===== src/rtl/axi_fft_master.sv =====
// AXI initiator for the FFT bridge: one INCR write burst from a sample stream, then one INCR read burst to a result stream.
// Optional AXI_MASTER_TIMEOUT_EN adds a per-channel handshake watchdog that aborts the command back to IDLE.
module axi_fft_master #(
  parameter int DATA_WIDTH     = 32,
  parameter int ID_W_WIDTH     = 2,
  parameter int ID_R_WIDTH     = 2,
  parameter int TIMEOUT_CYCLES = 1024
) (
  input  logic                  i_clk,
  input  logic                  i_rstn,
  input  logic                  i_START,
  input  logic [11:0]           i_BASE_ADDR,
  input  logic [7:0]            i_LEN,
  input  logic [ID_W_WIDTH-1:0] i_W_ID,
  input  logic [ID_R_WIDTH-1:0] i_R_ID,
  input  logic [15:0]           i_S_DATA,
  input  logic                  i_S_VALID,
  output logic                  o_S_READY,
  output logic [DATA_WIDTH-1:0] o_M_DATA,
  output logic                  o_M_VALID,
  input  logic                  i_M_READY,
  input  logic                  i_CALC_END,
  output logic                  o_BUSY,
  output logic                  o_DONE,
  output logic                  o_ERROR,
  output logic [2:0]            o_DBG_STATE,
  output logic [11:0]           o_AWADDR,
  output logic [7:0]            o_AWLEN,
  output logic [2:0]            o_AWSIZE,
  output logic [1:0]            o_AWBURST,
  output logic [ID_W_WIDTH-1:0] o_AWID,
  output logic                  o_AWVALID,
  input  logic                  i_AWREADY,
  output logic [15:0]           o_WDATA,
  output logic [1:0]            o_WSTRB,
  output logic                  o_WVALID,
  output logic                  o_WLAST,
  input  logic                  i_WREADY,
  input  logic                  i_BVALID,
  input  logic [ID_W_WIDTH-1:0] i_BID,
  output logic                  o_BREADY,
  output logic [11:0]           o_ARADDR,
  output logic [7:0]            o_ARLEN,
  output logic [2:0]            o_ARSIZE,
  output logic [1:0]            o_ARBURST,
  output logic [ID_R_WIDTH-1:0] o_ARID,
  output logic                  o_ARVALID,
  input  logic                  i_ARREADY,
  input  logic [DATA_WIDTH-1:0] i_RDATA,
  input  logic [ID_R_WIDTH-1:0] i_RID,
  input  logic                  i_RVALID,
  input  logic                  i_RLAST,
  output logic                  o_RREADY
);

  if (DATA_WIDTH != 16 && DATA_WIDTH != 32 && DATA_WIDTH != 64) begin : g_bad_data_width
    $error("axi_fft_master: DATA_WIDTH must be 16, 32 or 64");
  end
  if (TIMEOUT_CYCLES < 1 || TIMEOUT_CYCLES > 65535) begin : g_bad_timeout
    $error("axi_fft_master: TIMEOUT_CYCLES must fit the 16-bit watchdog");
  end

  localparam logic [2:0] AR_SIZE = 3'($clog2(DATA_WIDTH / 8));

  typedef enum logic [2:0] {
    S_IDLE      = 3'd0,
    S_AW        = 3'd1,
    S_W         = 3'd2,
    S_B         = 3'd3,
    S_WAIT_CALC = 3'd4,
    S_AR        = 3'd5,
    S_R         = 3'd6,
    S_DONE      = 3'd7
  } state_e;

  // Handshakes: a beat transfers on a rising clock edge where VALID and READY
  // are both high; VALID never waits on READY and payload holds until transfer.
  state_e                state_q, state_d;
  logic [11:0]           base_q, base_d;
  logic [7:0]            len_q, len_d;
  logic [ID_W_WIDTH-1:0] wid_q, wid_d;
  logic [ID_R_WIDTH-1:0] rid_q, rid_d;
  logic [7:0]            cnt_q, cnt_d;
  logic                  err_q, err_d;
  logic                  tmo;
  logic                  aw_act, w_act, b_act, ar_act, r_act;
  logic                  w_hs, r_hs;

  assign aw_act = (state_q == S_AW) && !tmo;
  assign w_act  = (state_q == S_W);
  assign b_act  = (state_q == S_B) && !tmo;
  assign ar_act = (state_q == S_AR) && !tmo;
  assign r_act  = (state_q == S_R) && !tmo;
  assign w_hs   = w_act && i_S_VALID && i_WREADY;
  assign r_hs   = r_act && i_RVALID && i_M_READY;

  always_comb begin
    state_d = state_q;
    base_d  = base_q;
    len_d   = len_q;
    wid_d   = wid_q;
    rid_d   = rid_q;
    cnt_d   = cnt_q;
    err_d   = err_q;
    case (state_q)
      S_IDLE: begin
        if (i_START) begin
          base_d  = i_BASE_ADDR & 12'hFFE;
          len_d   = i_LEN;
          wid_d   = i_W_ID;
          rid_d   = i_R_ID;
          cnt_d   = 8'd0;
          err_d   = 1'b0;
          state_d = S_AW;
        end
      end
      S_AW: if (i_AWREADY) state_d = S_W;
      S_W: begin
        if (w_hs) begin
          cnt_d = cnt_q + 8'd1;
          if (cnt_q == len_q) state_d = S_B;
        end
      end
      S_B: begin
        if (i_BVALID) begin
          if (i_BID != wid_q) err_d = 1'b1;
          state_d = S_WAIT_CALC;
        end
      end
      S_WAIT_CALC: if (i_CALC_END) state_d = S_AR;
      S_AR: begin
        if (i_ARREADY) begin
          cnt_d   = 8'd0;
          state_d = S_R;
        end
      end
      S_R: begin
        if (r_hs) begin
          cnt_d = cnt_q + 8'd1;
          if (i_RID != rid_q) err_d = 1'b1;
          // A short or long read burst is flagged, but only RLAST ends it.
          if (i_RLAST) begin
            if (cnt_q != len_q) err_d = 1'b1;
            state_d = S_DONE;
          end else if (cnt_q == len_q) begin
            err_d = 1'b1;
          end
        end
      end
      S_DONE:  state_d = S_IDLE;
      default: state_d = S_IDLE;
    endcase
    if (tmo) begin
      err_d   = 1'b1;
      state_d = S_IDLE;
    end
  end

`ifdef AXI_MASTER_TIMEOUT_EN
  logic [15:0] wd_q, wd_d;
  logic        chan_wait, chan_hs;

  always_comb begin
    chan_wait = 1'b0;
    chan_hs   = 1'b0;
    case (state_q)
      S_AW: begin chan_wait = 1'b1; chan_hs = i_AWREADY; end
      S_B:  begin chan_wait = 1'b1; chan_hs = i_BVALID; end
      S_AR: begin chan_wait = 1'b1; chan_hs = i_ARREADY; end
      S_R:  begin chan_wait = 1'b1; chan_hs = i_RVALID && i_M_READY; end
      default: ;
    endcase
  end

  assign tmo  = chan_wait && (wd_q == 16'(TIMEOUT_CYCLES));
  assign wd_d = (chan_wait && !chan_hs && (state_d == state_q)) ? wd_q + 16'd1 : 16'd0;

  always_ff @(posedge i_clk or negedge i_rstn) begin
    if (!i_rstn) wd_q <= 16'd0;
    else         wd_q <= wd_d;
  end
`else
  assign tmo = 1'b0;
`endif

  always_ff @(posedge i_clk or negedge i_rstn) begin
    if (!i_rstn) begin
      state_q <= S_IDLE;
      base_q  <= '0;
      len_q   <= '0;
      wid_q   <= '0;
      rid_q   <= '0;
      cnt_q   <= '0;
      err_q   <= 1'b0;
    end else begin
      state_q <= state_d;
      base_q  <= base_d;
      len_q   <= len_d;
      wid_q   <= wid_d;
      rid_q   <= rid_d;
      cnt_q   <= cnt_d;
      err_q   <= err_d;
    end
  end

  // Channel controls decode from the state register; stream data paths are pass-through.
  assign o_AWVALID = aw_act;
  assign o_AWADDR  = base_q;
  assign o_AWLEN   = len_q;
  assign o_AWSIZE  = aw_act ? 3'b001 : 3'b000;
  assign o_AWBURST = aw_act ? 2'b01 : 2'b00;
  assign o_AWID    = wid_q;

  assign o_WVALID  = w_act && i_S_VALID;
  assign o_WDATA   = w_act ? i_S_DATA : 16'd0;
  assign o_WSTRB   = w_act ? 2'b11 : 2'b00;
  assign o_WLAST   = w_act && (cnt_q == len_q);
  assign o_S_READY = w_act && i_WREADY;

  assign o_BREADY  = b_act;

  assign o_ARVALID = ar_act;
  assign o_ARADDR  = base_q;
  assign o_ARLEN   = len_q;
  assign o_ARSIZE  = ar_act ? AR_SIZE : 3'b000;
  assign o_ARBURST = ar_act ? 2'b01 : 2'b00;
  assign o_ARID    = rid_q;

  assign o_RREADY  = r_act && i_M_READY;
  assign o_M_VALID = r_act && i_RVALID;
  assign o_M_DATA  = r_act ? i_RDATA : '0;

  assign o_BUSY      = (state_q != S_IDLE);
  assign o_DONE      = (state_q == S_DONE);
  assign o_ERROR     = err_q;
  assign o_DBG_STATE = state_q;

endmodule


===== config.mk =====
export PLATFORM = sky130hd
export DESIGN_NAME = axi_fft_master
export DESIGN_NICKNAME = d
export VERILOG_FILES = /design/src/rtl/axi_fft_master.sv
export SDC_FILE = /design/constraint.sdc
export NUM_CORES = 1
export LEC_CHECK = 0
export ABC_AREA = 1
export CORE_UTILIZATION = 31
export CTS_BUF_LIST = sky130_fd_sc_hd__clkbuf_8
export CTS_CLUSTER_DIAMETER = 80
export DETAILED_ROUTE_END_ITERATION = 10
export PLACE_DENSITY = 0.86
export SYNTH_ARGS = -nofsm -noshare
export SYNTH_HDL_FRONTEND = slang
export SYNTH_SLANG_ARGS = --single-unit

===== constraint.sdc =====
create_clock -name i_clk -period 1.51 [get_ports i_clk]
set_input_delay 0.302 -clock i_clk [delete_from_list [all_inputs] [get_ports i_clk]]
set_output_delay 0.302 -clock i_clk [all_outputs]
set_load 0.05 [all_outputs]

# Yosys cells after proc, flatten, opt, wreduce, memory -nomap -nowiden
# Cells that the tools add are included.
# classes
n_reduce_logical,15
mux,31
add_sub_neg,1
eq_ne,21
# op_table
operator,n
2-to-1 mux 32 bit,1
2-to-1 mux 8 bit,4
one-hot mux 8 bit (4 select lines),1
2-to-1 mux 3 bit,9
one-hot mux 3 bit (8 select lines),1
2-to-1 mux 16 bit,1
== test 3 bit (second input constant),4
inequality test 2 bit (second input constant),6
2-to-1 mux 1 bit,11
AND reduction 5 bit,2
AND reduction 9 bit,1
adder 8 x 1 -> 8 bit (second input constant),1
== test 8 bit,1
inequality test 2 x 1 -> 1 bit (second input constant),4
inequality test 8 bit,1
logical AND 1 bit,7
== test 3 x 2 -> 1 bit (second input constant),2
nonzero test 3 bit,2
2-to-1 mux 2 bit,2
inequality test 2 bit,2
nonzero test 4 bit,1
== test 3 x 1 -> 1 bit (second input constant),1
logical NOT 3 bit,1
one-hot mux 1 bit (3 select lines),1
AND reduction 2 bit,1
# totals
regBits,35
in_bits,88
elab_cells,75

# Logic depth before layout (Yosys ltp)
# depth
word_depth,6
depth_mapped,10
mapped_depth_nobuf,10

# Least setup slack after synthesis
# No wires, ideal clock.
# synth_path
kind,flip-flop to output port
from,register state_q[0] (netlist: o_DBG_STATE[0])
to,output port o_AWBURST[0]
required_ps,1208
arrival_ps,2461
n_path_buf,1
setup_slack_ps,-1253
stages_incl_launch_ff,4
cell_sequence,dfrtp_1 > inv_2 > nor3_1 > buf_4
# synth_via
elab_chain_cells,2
# synth_lines
item,line_no,source
start: declaration,78,"state_e state_q, state_d;"
start signal: assignment,196,state_q <= state_d;
== test 3 x 1 -> 1 bit,89,assign aw_act = (state_q == S_AW) && !tmo;
net o_AWVALID,32,"output logic o_AWVALID,"
2-to-1 mux 1 bit,211,assign o_AWBURST = aw_act ? 2'b01 : 2'b00;
end: declaration,30,"output logic [1:0] o_AWBURST,"
# The timed path passes the listed nets, and every way through them passes these cells.

# Final worst setup path
# layout_path
from,register state_q[0] (netlist: o_DBG_STATE[0])
to,output port o_M_DATA[30]
# layout_via
elab_chain_cells,2
# layout_lines
item,line_no,source
== test 3 bit,93,assign r_act = (state_q == S_R) && !tmo;
2-to-1 mux 32 bit,231,assign o_M_DATA = r_act ? i_RDATA : '0;
end: declaration,19,"output logic [DATA_WIDTH-1:0] o_M_DATA,"
# Every way passes these cells.

==> impl_metrics.py <==
metrics = {
    "yosys": {
        "async_flop_share_pct": 100.0,
        "ys_seq_elements": 35,
        "syn_area_um2": 2602,
        "synth_area_leader_cell": "dfrtp_1",
        "syn_inst": 370,
        "synth_area_leaders": "dfrtp_1 34%, inv_1 11%, nor2_1 11%, buf_4 9.5%, nand2_1 8.1%",
        "synth.top_cell.area_share_pct": 33.65,
        "ys.flop_type": "dfrtp_1",
        "synth-edff-count": 0,
        "yosysWarnings": 0,
        "ys_seq_area_share_pct": 33.65,
        "syn_avg_cell_area_um2": 7.034,
        "synth.distinct_cells": 31,
    },
    "sta": {
        "period_minus_slack_ns": 1.928,
        "hold_viol_final": 0,
        "fmax_ghz": 0.5187,
        "finalCritPeriodShare_pct": 127.7,
        "slew_violations": 0,
        "final.setup.tns_ns": -31.92,
        "timing.final.ws_setup_ns": -0.4180,
        "setup_violations": 100,
        "rsz0062_at_grt": "yes",
        "skew_ns": 0.01717,
    },
    "layout": {
        "regArea_um2": 897.1,
        "layout_commonest_cell": "clkdlybuf4s50_1",
        "drive_gt1_share_pct": 56.16,
        "finalNetCount": 713,
        "utilization_pct": 85.26,
        "multi_input_area_um2": 1765,
        "fin_cells": 730,
        "synthToLayoutAreaGrowth_pct": 167.8,
        "num_antenna_cells": 0,
        "n_fill_cell": 382,
        "most-common-layout-cells": "85 x clkdlybuf4s50_1, 83 x buf_12, 70 x inv_1, 64 x nor2_4, 55 x buf_4",
    },
    "clock_network": {
        "clockRootBuffer": "clkbuf_8",
        "cts_tree": "built",
        "clkTransAtPathRegs_ns": 0.09,
        "cts.sinks": 35,
        "worstSkewPairLatency_ns": 0.31,
        "cts_made_buffers": 5,
        "htree_num_levels": 2,
        "cts_buffer_depth": 2,
    },
    "global_route": {
        "grt_pass1_vias": 3450,
        "grt_usage_pct": 24.66,
        "globalRouteMet3Util_pct": 6.667,
        "grt.met2_usage_pct": 50.25,
        "grt_use_met1_pct": 22.88,
        "antenna_found_initial": 0,
        "globalRouteOverflowTotal": 0,
        "grt_max_degree": 20,
        "grt_pass1_wl_um": 16700,
        "top_usage_layer": "met2",
    },
    "floorplanning": {
        "start_util_pct": 31.83,
        "die_y_um": 93.63,
        "io_pins": 206,
        "die-area_um2": 8766,
        "coreArea_um2": 8175,
        "die_w_um": 93.63,
        "rows": 33,
    },
    "critical_path": {
        "crit_start": "o_DBG_STATE[0]",
        "crit_family": "flip-flops",
        "timing.rr.start": "o_DBG_STATE[0]",
        "slowest_delay_ns": 0.54,
        "critPathMostFrequentCell": "nor2_4",
        "critPathMaxFanout": 7,
        "cp.required_ns": 1.21,
        "crit_buf_inv": 4,
        "crit_type": "flop to output port",
        "timing.critical_path.cells": "inv_4, nand2_4, nor2_4, inv_6, clkbuf_16, nor2_4, buf_8",
        "cp-start-kind": "flop",
        "cp-end-kind": "output port",
        "slowest_stage": "dfrtp_4",
        "arrival_ns": 1.63,
    },
    "placed_design": {
        "detailed_place_hpwl_um": 7924,
        "dpl.cell_count": 690,
        "gp_congestion": 0.8062,
        "port_buffers": 196,
    },
    "route": {
        "drc": 0,
        "postRouteAntennaNets": 0,
        "wl_per_cell_um": 17.54,
        "vias": 3413,
        "drtIter0Drc": 145,
        "viasPerCell": 4.675,
        "dr.pass1.iters": 6,
        "finalWirelength_um": 12800,
    },
    "pwr": {
        "power_switching_mw": 7.650,
        "swShare_pct": 49.40,
        "power_density_nw_per_um2": 2221,
        "p_seq_share_pct": 12.5,
        "pwr-share-clk_pct": 6.1,
        "total_power_mw": 15.48,
        "ir_worst_vdd_uv": 2061,
        "p_int_mw": 7.834,
        "leakagePower_nw": 3.237,
        "p_comb_share_pct": 81.4,
    },
    "hold_path": {
        "worstHoldPathType": "input pin to async pin",
    },
    "flow_run": {
        "maxCapViolCount": 0,
    },
    "outcome": {
        "outcome": "finished with violations",
        "violations": "negative setup slack",
    },
}
-- metal layers --
| metal | vias to the layer above | wire length [um] |
|---|---|---|
| met3 | 27 | 879 |
| met1 | 1656 | 4295 |
| met2 | 171 | 7332 |
| met4 | 0 | 294 |
| met5 | - | 0 |
| li1 | 1559 | - |
-- through the flow --
step / hold WS (ns) / setup WS [ns] / area [um2]
after floorplan: 0.006409 / -0.2738 / 3115
after global placement: 0.2602 / -0.1871 / 5972
after detailed placement: 0.2646 / -0.2241 / 5972
after CTS: 0.4952 / -0.3850 / 6514
after global routing: 0.5375 / -0.4697 / 6970
final: 0.4874 / -0.4180 / 6970
-- worst register-to-register path: cells and delay by family, from the launching register on --
kind / cells / cell delay [ns]
buffers and inverters: 4 / 0.56
DFF: 1 / 0.54
muxes: 1 / 0.30
and+or+nand+nor: 2 / 0.26
-- power by group through the flow --
stage	Clock (mW)	Sequential, mW	Combinational [mW]
after floorplan	0	2.97	4.91
after global placement	0	1.89	10.7
after detailed placement	0	1.92	10.9
after CTS	0.903	1.92	11.6
after global routing	0.984	1.99	13.0
final	0.943	1.94	12.6
-- state kept, by name, summed over array words and instances (netlist names) --
name,cells
cnt_q,8
o_ARLEN,8
o_AWID,2
o_ERROR,1
o_DBG_STATE,3
o_ARID,2
o_ARADDR,11
-- kinds of logic after synthesis --
family | share of synthesized area [%]
AO/OA/AOI/OAI | 4.567
XOR/XNOR | 3.365
adder cells (fa/ha/maj) | 0.4807
buffers and inverters | 23.03
flip-flops | 33.65
multiplexers | 6.490
other | 0.1441
AND/OR/NAND/NOR | 28.27
-- what timing repair did --
action,CTS,global route
endpoints found under the hold margin,16,0
pin swaps,15,14
setup endpoints to repair,99,100
hold buffers,1,0
resized for setup,76,59
buffers inserted,13,16
cloned,2,6
-- worst paths after layout --
| path | end | slack, ns | depth (start not counted) |
|---|---|---|---|
| setup / recovery | o_M_DATA[30] | -0.42 | 7 |
| min in group i_clk | o_ARLEN[1] | 0.57 | 2 |
| hold / removal | cnt_q[1] | 0.49 | 2 |
| setup reg to reg | o_ARADDR[9] | -0.28 | 7 |
| hold reg to reg | o_ARLEN[1] | 0.57 | 2 |
| max in group asynchronous | o_ARLEN[4] | 0.52 | 3 |
-- synth_stat cells (all sizes together) (2+ instances only) --
master,count
o21ai,8
inv,79
mux2,15
xor2,5
nand2,66
nor3,2
nand3,13
clkbuf,4
nor2,81
a21oi,8
xnor2,5
dfrtp,35
nand4,3
buf,39
-- layout make-up --
| class | instances | area share, % |
|---|---|---|
| Clock inverter | 2 | 0.5026 |
| Multi-Input combinational cell | 220 | 25.33 |
| Clock buffer | 6 | 1.185 |
| Timing Repair Buffer | 283 | 53.65 |
| Inverter | 79 | 4.577 |
| Tap cell | 105 | 1.885 |
| Sequential cell | 35 | 12.87 |
No activity file was read; power rests on OpenSTA's default activity.
